**config.mk**
```make
export PLATFORM = sky130hd
export DESIGN_NAME = save_mtxreg_ddrwr_ctrl_flat
export DESIGN_NICKNAME = d
export VERILOG_FILES = /design/src/rtl/save_mtxreg_ddrwr_ctrl_pkg.sv /design/src/rtl/save_mtxreg_ddrwr_ctrl_if.sv /design/src/rtl/save_mtxreg_ddrwr_ctrl_wbuf2.sv /design/src/rtl/save_mtxreg_ddrwr_ctrl.sv /design/src/flat_wrapper.sv
export SDC_FILE = /design/constraint.sdc
export NUM_CORES = 2
export LEC_CHECK = 0
export CORE_AREA = 2 2 445 447
export CTS_CLUSTER_SIZE = 20
export DETAILED_ROUTE_END_ITERATION = 6
export DIE_AREA = 0 0 447 449
export HOLD_SLACK_MARGIN = 0.08
export PLACE_DENSITY_LB_ADDON = 0.3
export SLEW_MARGIN = 20
export SYNTH_ARGS = -nofsm -noshare
export SYNTH_HDL_FRONTEND = slang
export SYNTH_SLANG_ARGS = --single-unit
export TNS_END_PERCENT = 100
```
**constraint.sdc**
```tcl
create_clock -name clk_i -period 7.3 [get_ports clk_i]
set_input_delay 1.46 -clock clk_i [delete_from_list [all_inputs] [get_ports clk_i]]
set_output_delay 1.46 -clock clk_i [all_outputs]
set_load 0.005 [all_outputs]
```
**src/rtl/save_mtxreg_ddrwr_ctrl_pkg.sv**
```systemverilog
// Shared types for the matrix-register DDR write controller: FSM states and AXI response codes.
package save_mtxreg_ddrwr_ctrl_pkg;

    typedef enum logic [1:0] {
        IDLE = 2'd0,
        ADDR = 2'd1,
        DATA = 2'd2,
        RESP = 2'd3
    } svmr_state_e;

    localparam logic [1:0] SVMR_RESP_OKAY = 2'b00;

endpackage

```
**src/rtl/save_mtxreg_ddrwr_ctrl_if.sv**
```systemverilog
// Bundle of command, source-FIFO and AXI write-channel signals; suffixes are from the controller's view.
interface save_mtxreg_ddrwr_ctrl_if #(
    parameter int DDRIF_DATA_WTH = 512,
    parameter int ADDR_WTH       = 32
);
    logic                      cmd_valid_i;
    logic                      cmd_ready_o;
    logic [ADDR_WTH-1:0]       cmd_addr_i;
    logic [15:0]               cmd_len_i;

    logic                      mtxreg_data_empty_i;
    logic                      mtxreg_data_re_o;
    logic [DDRIF_DATA_WTH-1:0] fifo_rdata_i;

    logic                      aw_valid_o;
    logic                      aw_ready_i;
    logic [ADDR_WTH-1:0]       aw_addr_o;
    logic [7:0]                aw_len_o;

    logic                      w_valid_o;
    logic                      w_ready_i;
    logic [DDRIF_DATA_WTH-1:0] w_data_o;
    logic                      w_last_o;

    logic                      b_valid_i;
    logic                      b_ready_o;
    logic [1:0]                b_resp_i;

    // master is the controller itself; slave is the surrounding command source, FIFO and AXI port
    modport master (
        input  cmd_valid_i, cmd_addr_i, cmd_len_i,
        input  mtxreg_data_empty_i, fifo_rdata_i,
        input  aw_ready_i, w_ready_i, b_valid_i, b_resp_i,
        output cmd_ready_o, mtxreg_data_re_o,
        output aw_valid_o, aw_addr_o, aw_len_o,
        output w_valid_o, w_data_o, w_last_o, b_ready_o
    );

    modport slave (
        output cmd_valid_i, cmd_addr_i, cmd_len_i,
        output mtxreg_data_empty_i, fifo_rdata_i,
        output aw_ready_i, w_ready_i, b_valid_i, b_resp_i,
        input  cmd_ready_o, mtxreg_data_re_o,
        input  aw_valid_o, aw_addr_o, aw_len_o,
        input  w_valid_o, w_data_o, w_last_o, b_ready_o
    );

endinterface

```
**src/rtl/save_mtxreg_ddrwr_ctrl_wbuf2.sv**
```systemverilog
// svmr_wbuf2: two-entry output buffer between the FIFO read port and the W channel; slot 0 is the head.
module svmr_wbuf2 #(
    parameter int W = 512
) (
    input  logic         clk_i,
    input  logic         rstn_i,
    input  logic         wr_i,
    input  logic [W-1:0] wdata_i,
    input  logic         pop_i,
    output logic [1:0]   count_o,
    output logic [W-1:0] head_o
);

    logic [W-1:0] slot0_q, slot0_d;
    logic [W-1:0] slot1_q, slot1_d;
    logic [1:0]   count_q, count_d;
    logic         pop_ok;

    assign pop_ok  = pop_i && (count_q != 2'd0);
    assign count_o = count_q;
    assign head_o  = slot0_q;

    // Simultaneous write and pop keeps the count; the head only moves on a pop
    always_comb begin
        slot0_d = slot0_q;
        slot1_d = slot1_q;
        count_d = count_q;
        case ({wr_i, pop_ok})
            2'b10: begin
                if (count_q == 2'd0) begin
                    slot0_d = wdata_i;
                end else if (count_q == 2'd1) begin
                    slot1_d = wdata_i;
                end
                if (count_q != 2'd2) begin
                    count_d = count_q + 2'd1;
                end
            end
            2'b01: begin
                slot0_d = slot1_q;
                count_d = count_q - 2'd1;
            end
            2'b11: begin
                if (count_q == 2'd1) begin
                    slot0_d = wdata_i;
                end else begin
                    slot0_d = slot1_q;
                    slot1_d = wdata_i;
                end
            end
            default: ;
        endcase
    end

    always_ff @(posedge clk_i or negedge rstn_i) begin
        if (!rstn_i) begin
            slot0_q <= '0;
            slot1_q <= '0;
            count_q <= 2'd0;
        end else begin
            slot0_q <= slot0_d;
            slot1_q <= slot1_d;
            count_q <= count_d;
        end
    end

endmodule

```
**src/rtl/save_mtxreg_ddrwr_ctrl.sv**
```systemverilog
// Streams matrix-register FIFO data to DDR as single-outstanding AXI write bursts.
// Define SVMR_BRESP_CHK_EN to flag non-OKAY write responses on err_o and abort the command.
module save_mtxreg_ddrwr_ctrl
    import save_mtxreg_ddrwr_ctrl_pkg::*;
#(
    parameter int DDRIF_DATA_WTH = 512,
    parameter int ADDR_WTH       = 32,
    parameter int MAX_BURST      = 16
) (
    input  logic                     clk_i,
    input  logic                     rstn_i,
    save_mtxreg_ddrwr_ctrl_if.master bus,
    output logic                     busy_o,
    output logic                     done_o,
    output logic                     err_o
);

    localparam int CNT_W      = $clog2(MAX_BURST) + 1;
    localparam int BEAT_BYTES = DDRIF_DATA_WTH / 8;

    svmr_state_e               state_q, state_d;
    logic [ADDR_WTH-1:0]       addr_q, addr_d;
    logic [15:0]               remain_q, remain_d;
    logic [CNT_W-1:0]          rd_cnt_q, rd_cnt_d;
    logic [CNT_W-1:0]          wr_cnt_q, wr_cnt_d;
    logic                      inflight_q;
    logic                      done_q, done_d;
    logic                      err_q, err_d;
    logic                      ready_en_q;

    logic [CNT_W-1:0]          burst_len;
    logic [1:0]                buf_count;
    logic [DDRIF_DATA_WTH-1:0] buf_head;
    logic                      cmd_ready, rd_en, w_valid, w_pop, w_last, resp_err;

    assign burst_len = (remain_q > 16'(MAX_BURST)) ? CNT_W'(MAX_BURST) : remain_q[CNT_W-1:0];
    assign cmd_ready = (state_q == IDLE) && ready_en_q;
    assign w_valid   = (buf_count != 2'd0);
    assign w_pop     = w_valid && bus.w_ready_i;
    assign w_last    = w_valid && (wr_cnt_q == burst_len - 1'b1);

    // Room check counts the read already in flight and credits a pop happening this cycle
    assign rd_en = (state_q == DATA) && !bus.mtxreg_data_empty_i && (rd_cnt_q < burst_len) &&
                   (({1'b0, buf_count} + {2'b00, inflight_q} - {2'b00, w_pop}) < 3'd2);

`ifdef SVMR_BRESP_CHK_EN
    assign resp_err = (bus.b_resp_i != SVMR_RESP_OKAY);
`else
    assign resp_err = 1'b0;
`endif

    svmr_wbuf2 #(.W(DDRIF_DATA_WTH)) u_wbuf (
        .clk_i   (clk_i),
        .rstn_i  (rstn_i),
        .wr_i    (inflight_q),
        .wdata_i (bus.fifo_rdata_i),
        .pop_i   (w_pop),
        .count_o (buf_count),
        .head_o  (buf_head)
    );

    always_comb begin
        state_d  = state_q;
        addr_d   = addr_q;
        remain_d = remain_q;
        rd_cnt_d = rd_cnt_q;
        wr_cnt_d = wr_cnt_q;
        done_d   = 1'b0;
        err_d    = err_q;
        case (state_q)
            IDLE: begin
                if (bus.cmd_valid_i && cmd_ready) begin
                    if (bus.cmd_len_i != 16'd0) begin
                        addr_d   = bus.cmd_addr_i;
                        remain_d = bus.cmd_len_i;
                        state_d  = ADDR;
                    end else begin
                        done_d = 1'b1;
                    end
                end
            end
            ADDR: begin
                if (bus.aw_ready_i) begin
                    rd_cnt_d = '0;
                    wr_cnt_d = '0;
                    state_d  = DATA;
                end
            end
            DATA: begin
                if (rd_en) begin
                    rd_cnt_d = rd_cnt_q + 1'b1;
                end
                if (w_pop) begin
                    wr_cnt_d = wr_cnt_q + 1'b1;
                    if (w_last) begin
                        state_d = RESP;
                    end
                end
            end
            RESP: begin
                if (bus.b_valid_i) begin
                    remain_d = remain_q - 16'(burst_len);
                    addr_d   = addr_q + ADDR_WTH'(burst_len) * ADDR_WTH'(BEAT_BYTES);
                    if (resp_err) begin
                        err_d = 1'b1;
                    end
                    if (resp_err || (remain_d == 16'd0)) begin
                        state_d = IDLE;
                        done_d  = 1'b1;
                    end else begin
                        state_d = ADDR;
                    end
                end
            end
            default: state_d = IDLE;
        endcase
    end

    always_ff @(posedge clk_i or negedge rstn_i) begin
        if (!rstn_i) begin
            state_q    <= IDLE;
            addr_q     <= '0;
            remain_q   <= '0;
            rd_cnt_q   <= '0;
            wr_cnt_q   <= '0;
            inflight_q <= 1'b0;
            done_q     <= 1'b0;
            err_q      <= 1'b0;
            ready_en_q <= 1'b0;
        end else begin
            state_q    <= state_d;
            addr_q     <= addr_d;
            remain_q   <= remain_d;
            rd_cnt_q   <= rd_cnt_d;
            wr_cnt_q   <= wr_cnt_d;
            inflight_q <= rd_en;
            done_q     <= done_d;
            err_q      <= err_d;
            ready_en_q <= 1'b1;
        end
    end

    assign bus.cmd_ready_o      = cmd_ready;
    assign bus.mtxreg_data_re_o = rd_en;
    assign bus.aw_valid_o       = (state_q == ADDR);
    assign bus.aw_addr_o        = addr_q;
    assign bus.aw_len_o         = 8'(burst_len - 1'b1);
    assign bus.w_valid_o        = w_valid;
    assign bus.w_data_o         = buf_head;
    assign bus.w_last_o         = w_last;
    assign bus.b_ready_o        = (state_q == RESP);
    assign busy_o               = (state_q != IDLE);
    assign done_o               = done_q;
    assign err_o                = err_q;

endmodule

```
**src/flat_wrapper.sv**
```systemverilog
// flat-port wrapper written by rule: the top's interface ports become plain ports
module save_mtxreg_ddrwr_ctrl_flat import save_mtxreg_ddrwr_ctrl_pkg::*;
#(
    parameter int DDRIF_DATA_WTH = 512,
    parameter int ADDR_WTH       = 32,
    parameter int MAX_BURST      = 16
)
  (clk_i, rstn_i, busy_o, done_o, err_o, bus_cmd_valid_i, bus_cmd_addr_i, bus_cmd_len_i, bus_mtxreg_data_empty_i, bus_fifo_rdata_i, bus_aw_ready_i, bus_w_ready_i, bus_b_valid_i, bus_b_resp_i, bus_cmd_ready_o, bus_mtxreg_data_re_o, bus_aw_valid_o, bus_aw_addr_o, bus_aw_len_o, bus_w_valid_o, bus_w_data_o, bus_w_last_o, bus_b_ready_o);
  save_mtxreg_ddrwr_ctrl_if #(.DDRIF_DATA_WTH(DDRIF_DATA_WTH), .ADDR_WTH(ADDR_WTH)) bus_i ();
  input  logic clk_i;
  input  logic rstn_i;
  output logic busy_o;
  output logic done_o;
  output logic err_o;
  input wire logic [$bits(bus_i.cmd_valid_i)-1:0] bus_cmd_valid_i;
  input wire logic [$bits(bus_i.cmd_addr_i)-1:0] bus_cmd_addr_i;
  input wire logic [$bits(bus_i.cmd_len_i)-1:0] bus_cmd_len_i;
  input wire logic [$bits(bus_i.mtxreg_data_empty_i)-1:0] bus_mtxreg_data_empty_i;
  input wire logic [$bits(bus_i.fifo_rdata_i)-1:0] bus_fifo_rdata_i;
  input wire logic [$bits(bus_i.aw_ready_i)-1:0] bus_aw_ready_i;
  input wire logic [$bits(bus_i.w_ready_i)-1:0] bus_w_ready_i;
  input wire logic [$bits(bus_i.b_valid_i)-1:0] bus_b_valid_i;
  input wire logic [$bits(bus_i.b_resp_i)-1:0] bus_b_resp_i;
  output wire logic [$bits(bus_i.cmd_ready_o)-1:0] bus_cmd_ready_o;
  output wire logic [$bits(bus_i.mtxreg_data_re_o)-1:0] bus_mtxreg_data_re_o;
  output wire logic [$bits(bus_i.aw_valid_o)-1:0] bus_aw_valid_o;
  output wire logic [$bits(bus_i.aw_addr_o)-1:0] bus_aw_addr_o;
  output wire logic [$bits(bus_i.aw_len_o)-1:0] bus_aw_len_o;
  output wire logic [$bits(bus_i.w_valid_o)-1:0] bus_w_valid_o;
  output wire logic [$bits(bus_i.w_data_o)-1:0] bus_w_data_o;
  output wire logic [$bits(bus_i.w_last_o)-1:0] bus_w_last_o;
  output wire logic [$bits(bus_i.b_ready_o)-1:0] bus_b_ready_o;
  assign bus_i.cmd_valid_i = bus_cmd_valid_i;
  assign bus_i.cmd_addr_i = bus_cmd_addr_i;
  assign bus_i.cmd_len_i = bus_cmd_len_i;
  assign bus_i.mtxreg_data_empty_i = bus_mtxreg_data_empty_i;
  assign bus_i.fifo_rdata_i = bus_fifo_rdata_i;
  assign bus_i.aw_ready_i = bus_aw_ready_i;
  assign bus_i.w_ready_i = bus_w_ready_i;
  assign bus_i.b_valid_i = bus_b_valid_i;
  assign bus_i.b_resp_i = bus_b_resp_i;
  assign bus_cmd_ready_o = bus_i.cmd_ready_o;
  assign bus_mtxreg_data_re_o = bus_i.mtxreg_data_re_o;
  assign bus_aw_valid_o = bus_i.aw_valid_o;
  assign bus_aw_addr_o = bus_i.aw_addr_o;
  assign bus_aw_len_o = bus_i.aw_len_o;
  assign bus_w_valid_o = bus_i.w_valid_o;
  assign bus_w_data_o = bus_i.w_data_o;
  assign bus_w_last_o = bus_i.w_last_o;
  assign bus_b_ready_o = bus_i.b_ready_o;
  save_mtxreg_ddrwr_ctrl #(.DDRIF_DATA_WTH(DDRIF_DATA_WTH), .ADDR_WTH(ADDR_WTH), .MAX_BURST(MAX_BURST)) u_core (.clk_i(clk_i), .rstn_i(rstn_i), .bus(bus_i), .busy_o(busy_o), .done_o(done_o), .err_o(err_o));
endmodule
```
Yosys cells after proc, flatten, opt, wreduce, memory -nomap -nowiden

Cells that the tools add are included.

Bits in registers: 1089
Input port bits: 569
Output and inout port bits: 561
Word-level logic and storage cells: 106

Add/subtract/negate cells: 10
$lt $le $gt $ge: 3
Eq/ne operators: 20
Multiplexer cells: 35
Reduce and logical (&&, ||, !) cells: 27

Operator list:

| cell                                                                              | count |
|---|---|
| 512-bit two-way mux                                                               | 4 |
| 512-bit case mux with 3 select lines                                              | 1 |
| 512-bit case mux with 2 select lines                                              | 1 |
| 32-bit two-way mux                                                                | 3 |
| 32-bit case mux with 2 select lines                                               | 1 |
| 16-bit two-way mux                                                                | 3 |
| 32-bit by 11-bit adder with 32-bit output                                         | 1 |
| 16-bit case mux with 2 select lines                                               | 1 |
| 2-bit != test (second input constant)                                             | 11 |
| 5-bit two-way mux                                                                 | 4 |
| 5-bit case mux with 2 select lines                                                | 2 |
| 16-bit by 5-bit greater-than comparator with 1-bit output (second input constant) | 1 |
| 16-bit zero test                                                                  | 1 |
| 16-bit nonzero test                                                               | 1 |
| 16-bit by 5-bit subtractor with 16-bit output                                     | 1 |
| 2-bit two-way mux                                                                 | 7 |
| 2-bit nonzero test                                                                | 6 |
| 5-bit by 1-bit adder with 5-bit output (second input constant)                    | 2 |
| 3-bit AND reduction                                                               | 3 |
| 2-bit equality test (second input constant)                                       | 4 |
| 1-bit logical AND                                                                 | 8 |
| 2-bit case mux with 4 select lines                                                | 1 |
| 2-bit by 1-bit equality test with 1-bit output (second input constant)            | 3 |
| 6-bit AND reduction                                                               | 1 |
| other kinds (18)                                                                  | 24 |

Longest topological paths before layout

Depth in word-level cells: 8
Mapped depth: 14
Gate-level depth less buffers: 14

Cells and area by module

From an unflattened synthesis, not the netlist that was laid out.

Cell total of the unflattened synthesis: 4337
Area total of the unflattened synthesis: 53902.9 um2

By module, submodules not included:

| module                 | times used | cells an instance | area an instance (um2) | seq. area each (um2) |
|---|---|---|---|---|
| svmr_wbuf2             | 1          | 3819              | 49434.9                | 25674.6 |
| save_mtxreg_ddrwr_ctrl | 1          | 518               | 4468.0                 | 1576.5 |

Worst setup path after synthesis

Ideal clock, no wire load.

Path kind: input to output
Start: input bus_w_ready_i
End: output bus_mtxreg_data_re_o
Arrival time: 2.958 ns
Required time: 5.840 ns
Setup slack: 2.882 ns
Stages: 8
Buffers on the path: 0
Path through: nand2_1 -> inv_1 -> ha_1 -> nand2b_1 -> fa_1 -> xnor2_1 -> nand4_1 -> nor2_1

Longest elaborated chain between the ends: 4

Ends and longest elaborated chain:

| what                                          | RTL line                     | RTL |
|---|---|---|
| start, declared                               | flat_wrapper.sv:21           | `input wire logic [$bits(bus_i.w_ready_i)-1:0] bus_w_ready_i;` |
| 1-bit logical AND                             | save_mtxreg_ddrwr_ctrl.sv:39 | `assign w_pop = w_valid && bus.w_ready_i;` |
| 3-bit by 1-bit subtractor with 3-bit output   | save_mtxreg_ddrwr_ctrl.sv:44 | `(({1'b0, buf_count} + {2'b00, inflight_q} - {2'b00, w_pop}) < 3'd2);` |
| 3-bit by 2-bit < comparator with 1-bit output | save_mtxreg_ddrwr_ctrl.sv:44 |  |
| 1-bit logical AND                             | save_mtxreg_ddrwr_ctrl.sv:43 | `assign rd_en = (state_q == DATA) && !bus.mtxreg_data_empty_i && (rd_cnt_q < burst_len) &&` |
| end, declared                                 | flat_wrapper.sv:25           | `output wire logic [$bits(bus_i.mtxreg_data_re_o)-1:0] bus_mtxreg_data_re_o;` |

No other way between the ends.

Worst setup path in the final report

Start: register u_core.u_wbuf.count_q[1] (netlist: u_core.u_wbuf.count_o[1])
End: output bus_mtxreg_data_re_o

Longest elaborated chain between the ends: 5
Elaborated cells between the ends (all ways): 6
Classes of those cells: add/sub: 2; order compare: 1; reduce/logical: 3

Ends and longest elaborated chain:

| what                                                                                           | RTL line                           | RTL |
|---|---|---|
| start, declared                                                                                | save_mtxreg_ddrwr_ctrl_wbuf2.sv:16 | `logic [1:0] count_q, count_d;` |
| start signal, assigned                                                                         | save_mtxreg_ddrwr_ctrl_wbuf2.sv:63 | `count_q <= count_d;` |
| parallel branches: the longest is 2 deep, another holds 2-bit by 1-bit adder with 3-bit output | n/a                                |  |
| 3-bit by 1-bit subtractor with 3-bit output (*)                                                | save_mtxreg_ddrwr_ctrl.sv:44       |  |
| 3-bit by 2-bit < comparator with 1-bit output (*)                                              | save_mtxreg_ddrwr_ctrl.sv:44       |  |
| 1-bit logical AND (*)                                                                          | save_mtxreg_ddrwr_ctrl.sv:43       |  |

Mark *: on every way between the ends.

==> results by group <==
Final layout
  • Final nets: 5796
  • Layout cells sized above 1: between 20% and 30%
  • Fill cells: between 15k and 20k
  • Register Area: about 27000 um2
  • Final Core Density: 34.8%
  • P&R area growth vs syn: 37.2%
  • Multi-input logic area: 20200 um2

Timing
  • Share of the clock period used by the worst path: around 87%
  • RSZ-0062 raised after global routing: no
  • Hold_ws: 0.469 ns
  • Max-slew headroom: between 10% and 20%
  • Final Hold Fails: 0
  • Final Skew: 0.0420 ns
  • Slew Viols, Final: 0
  • Least-Margin Pin Slew: 1.33 ns
  • TNS Setup: 0 ns
  • Final setup violation count: 0
  • Post-route minimum period: 6.33 ns
  • Max frequency: 0.158 GHz

GRT
  • All-Layer GR Usage: 19.6%
  • Largest net degree at the start of global routing: 169
  • First-pass GRT wire length: 295000 um
  • Vias in the first global route: between 40k and 50k
  • Grt ovf: 0
  • Initial antenna violation count: 66

Worst setup path
  • Crit. End Element: output pin
  • Capture point of the worst reg-to-reg path: u_core.u_wbuf.head_o[130]
  • CP max stage delay: 0.56 ns
  • CP most frequent cell: inv_1
  • Worst EP required: just under 6 ns
  • CP cell instances: inv_1, ha_4, inv_8, nand2_1, inv_1, ha_1, nand2b_1, fa_1, xnor2_1, nand4_1, nor2_1, clkdlybuf4s50_1
  • FF-to-FF Start: u_core.u_wbuf.count_o[1]
  • CP max FO: 59
  • Reg2Reg Depth: 8
  • Worst path bufs/invs: 4
  • CP max stage cell: ha_4
  • CP Launch Type: flip-flop
  • Worst Path Arrival: roughly 5 ns
  • Crit path max-delay family: adder cells
  • Crit path kind: reg -> out
  • Reg2Reg Setup Slack: 3.04 ns

Yosys
  • Post-Syn Area: 49800 um2
  • Post-synth ARST share: 100%
  • Adder-cell area share of the yosys netlist: 0.608%
  • Post-Synthesis Cells: between 4k and 5k
  • Portion of netlist area occupied by mux cells: 18.0%
  • Syn_area_per_cell: 11.7 um2
  • Synth warn: 0
  • Main combinational cell family by area after synthesis: multiplexers
  • Synth Area in XOR/XNOR: 0.455%
  • Synth Register Bits: about 1.1k
  • Post-synth EDFFs: 0
  • Number of distinct library cells after synthesis: 71
  • Most used DFF post-synth: dfrtp_1
  • Simple-Gate Fraction of Synth Area: 5.48%
  • Synth Area in Compound Gates: 15.9%
  • Register area share after synthesis: 54.7%

Clocking
  • Post-CTS sizing: 0
  • H-tree Lvls: 4
  • CTS tree: done
  • Worst-path clk slew: roughly 0.06 ns
  • CTS buffer count: between 100 and 150
  • Post-CTS Setup Bufs: 0
  • Longest Clk Path Bufs: 3
  • Clock Sinks: 1089
  • Clk Latency, worst-skew pair: 0.80 ns
  • Post-CTS Hold Buffers: 0
  • Root buf cell: clkbuf_16

Detailed routing
  • Drt first pass iters: 7
  • Vias per inst: between 5 and 6
  • Vias: 41.0k
  • Final WL: ~200000 um
  • DRC viols: 35
  • Drt wl/cell: roughly 25 um
  • 1st-iter DRT viols: around 4.2k
  • Routed Antenna Nets: 0

Worst hold path
  • Min-Delay Endpoint: u_core.u_wbuf.head_o[45]
  • Hold path startpoint: u_core.u_wbuf.slot1_q[45]
  • Hold Path Class: reg -> reg
  • Worst Hold Depth: 2

Floorplanning
  • Die W: 447 um
  • Die area: ~200000 um2
  • Core area: 196000 um2
  • Std cell rows: 163
  • Initial Util: 25.4%
  • Chip height: 449 um
  • Top Ports: 1130

Run status
  • Failing checks: design-rule violations
  • Status: finished, violations left

Pwr
  • Power Density: 448 nW/um2
  • Pwr Total: 30.6 mW
  • VDD IR max: between 0.2 and 0.25 mV
  • Static Leak: 28.6 nW

Placement
  • Routability cong.: 0.878
  • Post-DP HPWL: 135000 um
  • IO buf count: 1126

Flow run
  • Max_cap viols: 0
[worst min-delay path: stages (launching register included)]
cell,delay (ns)
dfrtp_1,0.34
a222oi_1,0.06
inv_1,0.06
[cells in the mapped netlist (7+ instances only)]
| cell type | n | area, um2 |
|---|---|---|
| a21oi_1 | 305 | 1530 |
| a222oi_1 | 235 | 2350 |
| a22o_1 | 12 | 105 |
| a22oi_1 | 12 | 90.1 |
| a31oi_1 | 7 | 43.8 |
| and3_1 | 8 | 50.1 |
| buf_1 | 44 | 165 |
| clkbuf_1 | 324 | 1220 |
| dfrtp_1 | 1089 | 27300 |
| ha_1 | 21 | 263 |
| inv_1 | 257 | 965 |
| mux2_2 | 789 | 8880 |
| nand2_1 | 41 | 154 |
| nand2b_1 | 8 | 50.1 |
| nand3_1 | 30 | 150 |
| nand4_1 | 9 | 56.3 |
| nor2_1 | 38 | 143 |
| nor3_1 | 12 | 60.1 |
| nor4_1 | 8 | 50.1 |
| o21ai_0 | 315 | 1580 |
| o22ai_1 | 284 | 1780 |
| or3_1 | 277 | 1730 |
| xnor2_1 | 10 | 87.6 |
| xor2_1 | 14 | 123 |
[placed cells by master, fill, tap and decap left out, types with 35 or more instances in the layout]
| cell | n |
|---|---|
| clkdlybuf4s50_1 | 1124 |
| o21ai_0 | 315 |
| nand2_1 | 40 |
| a21oi_1 | 304 |
| or3_1 | 277 |
| clkbuf_16 | 136 |
| clkbuf_1 | 37 |
| mux2_2 | 789 |
| a222oi_1 | 235 |
| buf_4 | 43 |
| dfrtp_1 | 1088 |
| nor2_1 | 35 |
| diode_2 | 37 |
| inv_1 | 257 |
| o22ai_1 | 284 |
[layout make-up]
type                            count  area share (%)
Clock inverter                     49           0.995
Sequential cell                  1089            39.9
Timing Repair Buffer             1186            17.5
Clock buffer                      194            5.61
Inverter                          260            1.44
Tap cell                         2640            4.84
Antenna cell                       37           0.136
Multi-Input combinational cell   2532            29.6
[registers in the layout, summed over array words and instances (netlist names)]
name / cells
u_core.remain_q: 16
u_core.rd_cnt_q: 5
u_core.inflight_q: 1
u_core.done_o: 1
u_core.u_wbuf.count_o: 2
u_core.wr_cnt_q: 5
u_core.ready_en_q: 1
u_core.bus.aw_addr_o: 32
u_core.u_wbuf.slot1_q: 512
u_core.state_q: 2
u_core.u_wbuf.head_o: 512
[cell families after synthesis]
| group | count (synthesis) |
|---|---|
| multiplexers | 794 |
| XOR/XNOR | 25 |
| buffers and inverters | 634 |
| adder cells (fa/ha/maj) | 23 |
| AND/OR/NAND/NOR | 463 |
| flip-flops | 1089 |
| AO/OA/AOI/OAI | 1224 |
| other | 2 |
[layer usage]
| metal | part of all wire (%) | wire length [um] | vias to the layer above | GRT usage (%) |
|---|---|---|---|---|
| li1 | - | - | 17900 | - |
| met2 | 49 | 99000 | 1426 | 31.9 |
| met3 | 7.0 | 14200 | 339 | 5.20 |
| met1 | 40 | 81700 | 21300 | 24.1 |
| met5 | 0.052 | 105 | - | 0 |
| met4 | 4.2 | 8550 | 16 | 9.11 |
[metrics by stage]
stage	cell area, um2	instances	setup slack, ns
2_1_floorplan	49800	4255	2.88
3_3_place_gp	63700	7706	1.41
3_5_place_dp	63700	7706	1.42
4_1_cts	68200	7949	0.838
5_1_grt	68300	7982	0.520
6_report	68300	7987	0.968
[power by group]
part / internal (mW) / switching [mW]
Clock: 4.04 / 2.85
Sequential: 8.90 / 1.90
Combinational: 6.87 / 6.04
[worst max path at each step]
| stage | startpoint | endpoint | slack [ns] | depth (start not counted) |
|---|---|---|---|---|
| floorplan | bus_w_ready_i | bus_mtxreg_data_re_o | 2.88 | 8 |
| global placement | bus_w_ready_i | bus_mtxreg_data_re_o | 1.41 | 10 |
| detailed placement | bus_w_ready_i | bus_mtxreg_data_re_o | 1.42 | 10 |
| CTS | u_core.u_wbuf.count_o[1] | bus_mtxreg_data_re_o | 0.84 | 12 |
| global route | u_core.u_wbuf.count_o[1] | bus_mtxreg_data_re_o | 0.52 | 12 |
| finish | u_core.u_wbuf.count_o[1] | bus_mtxreg_data_re_o | 0.97 | 12 |
(Power assumes the default switching activity.)
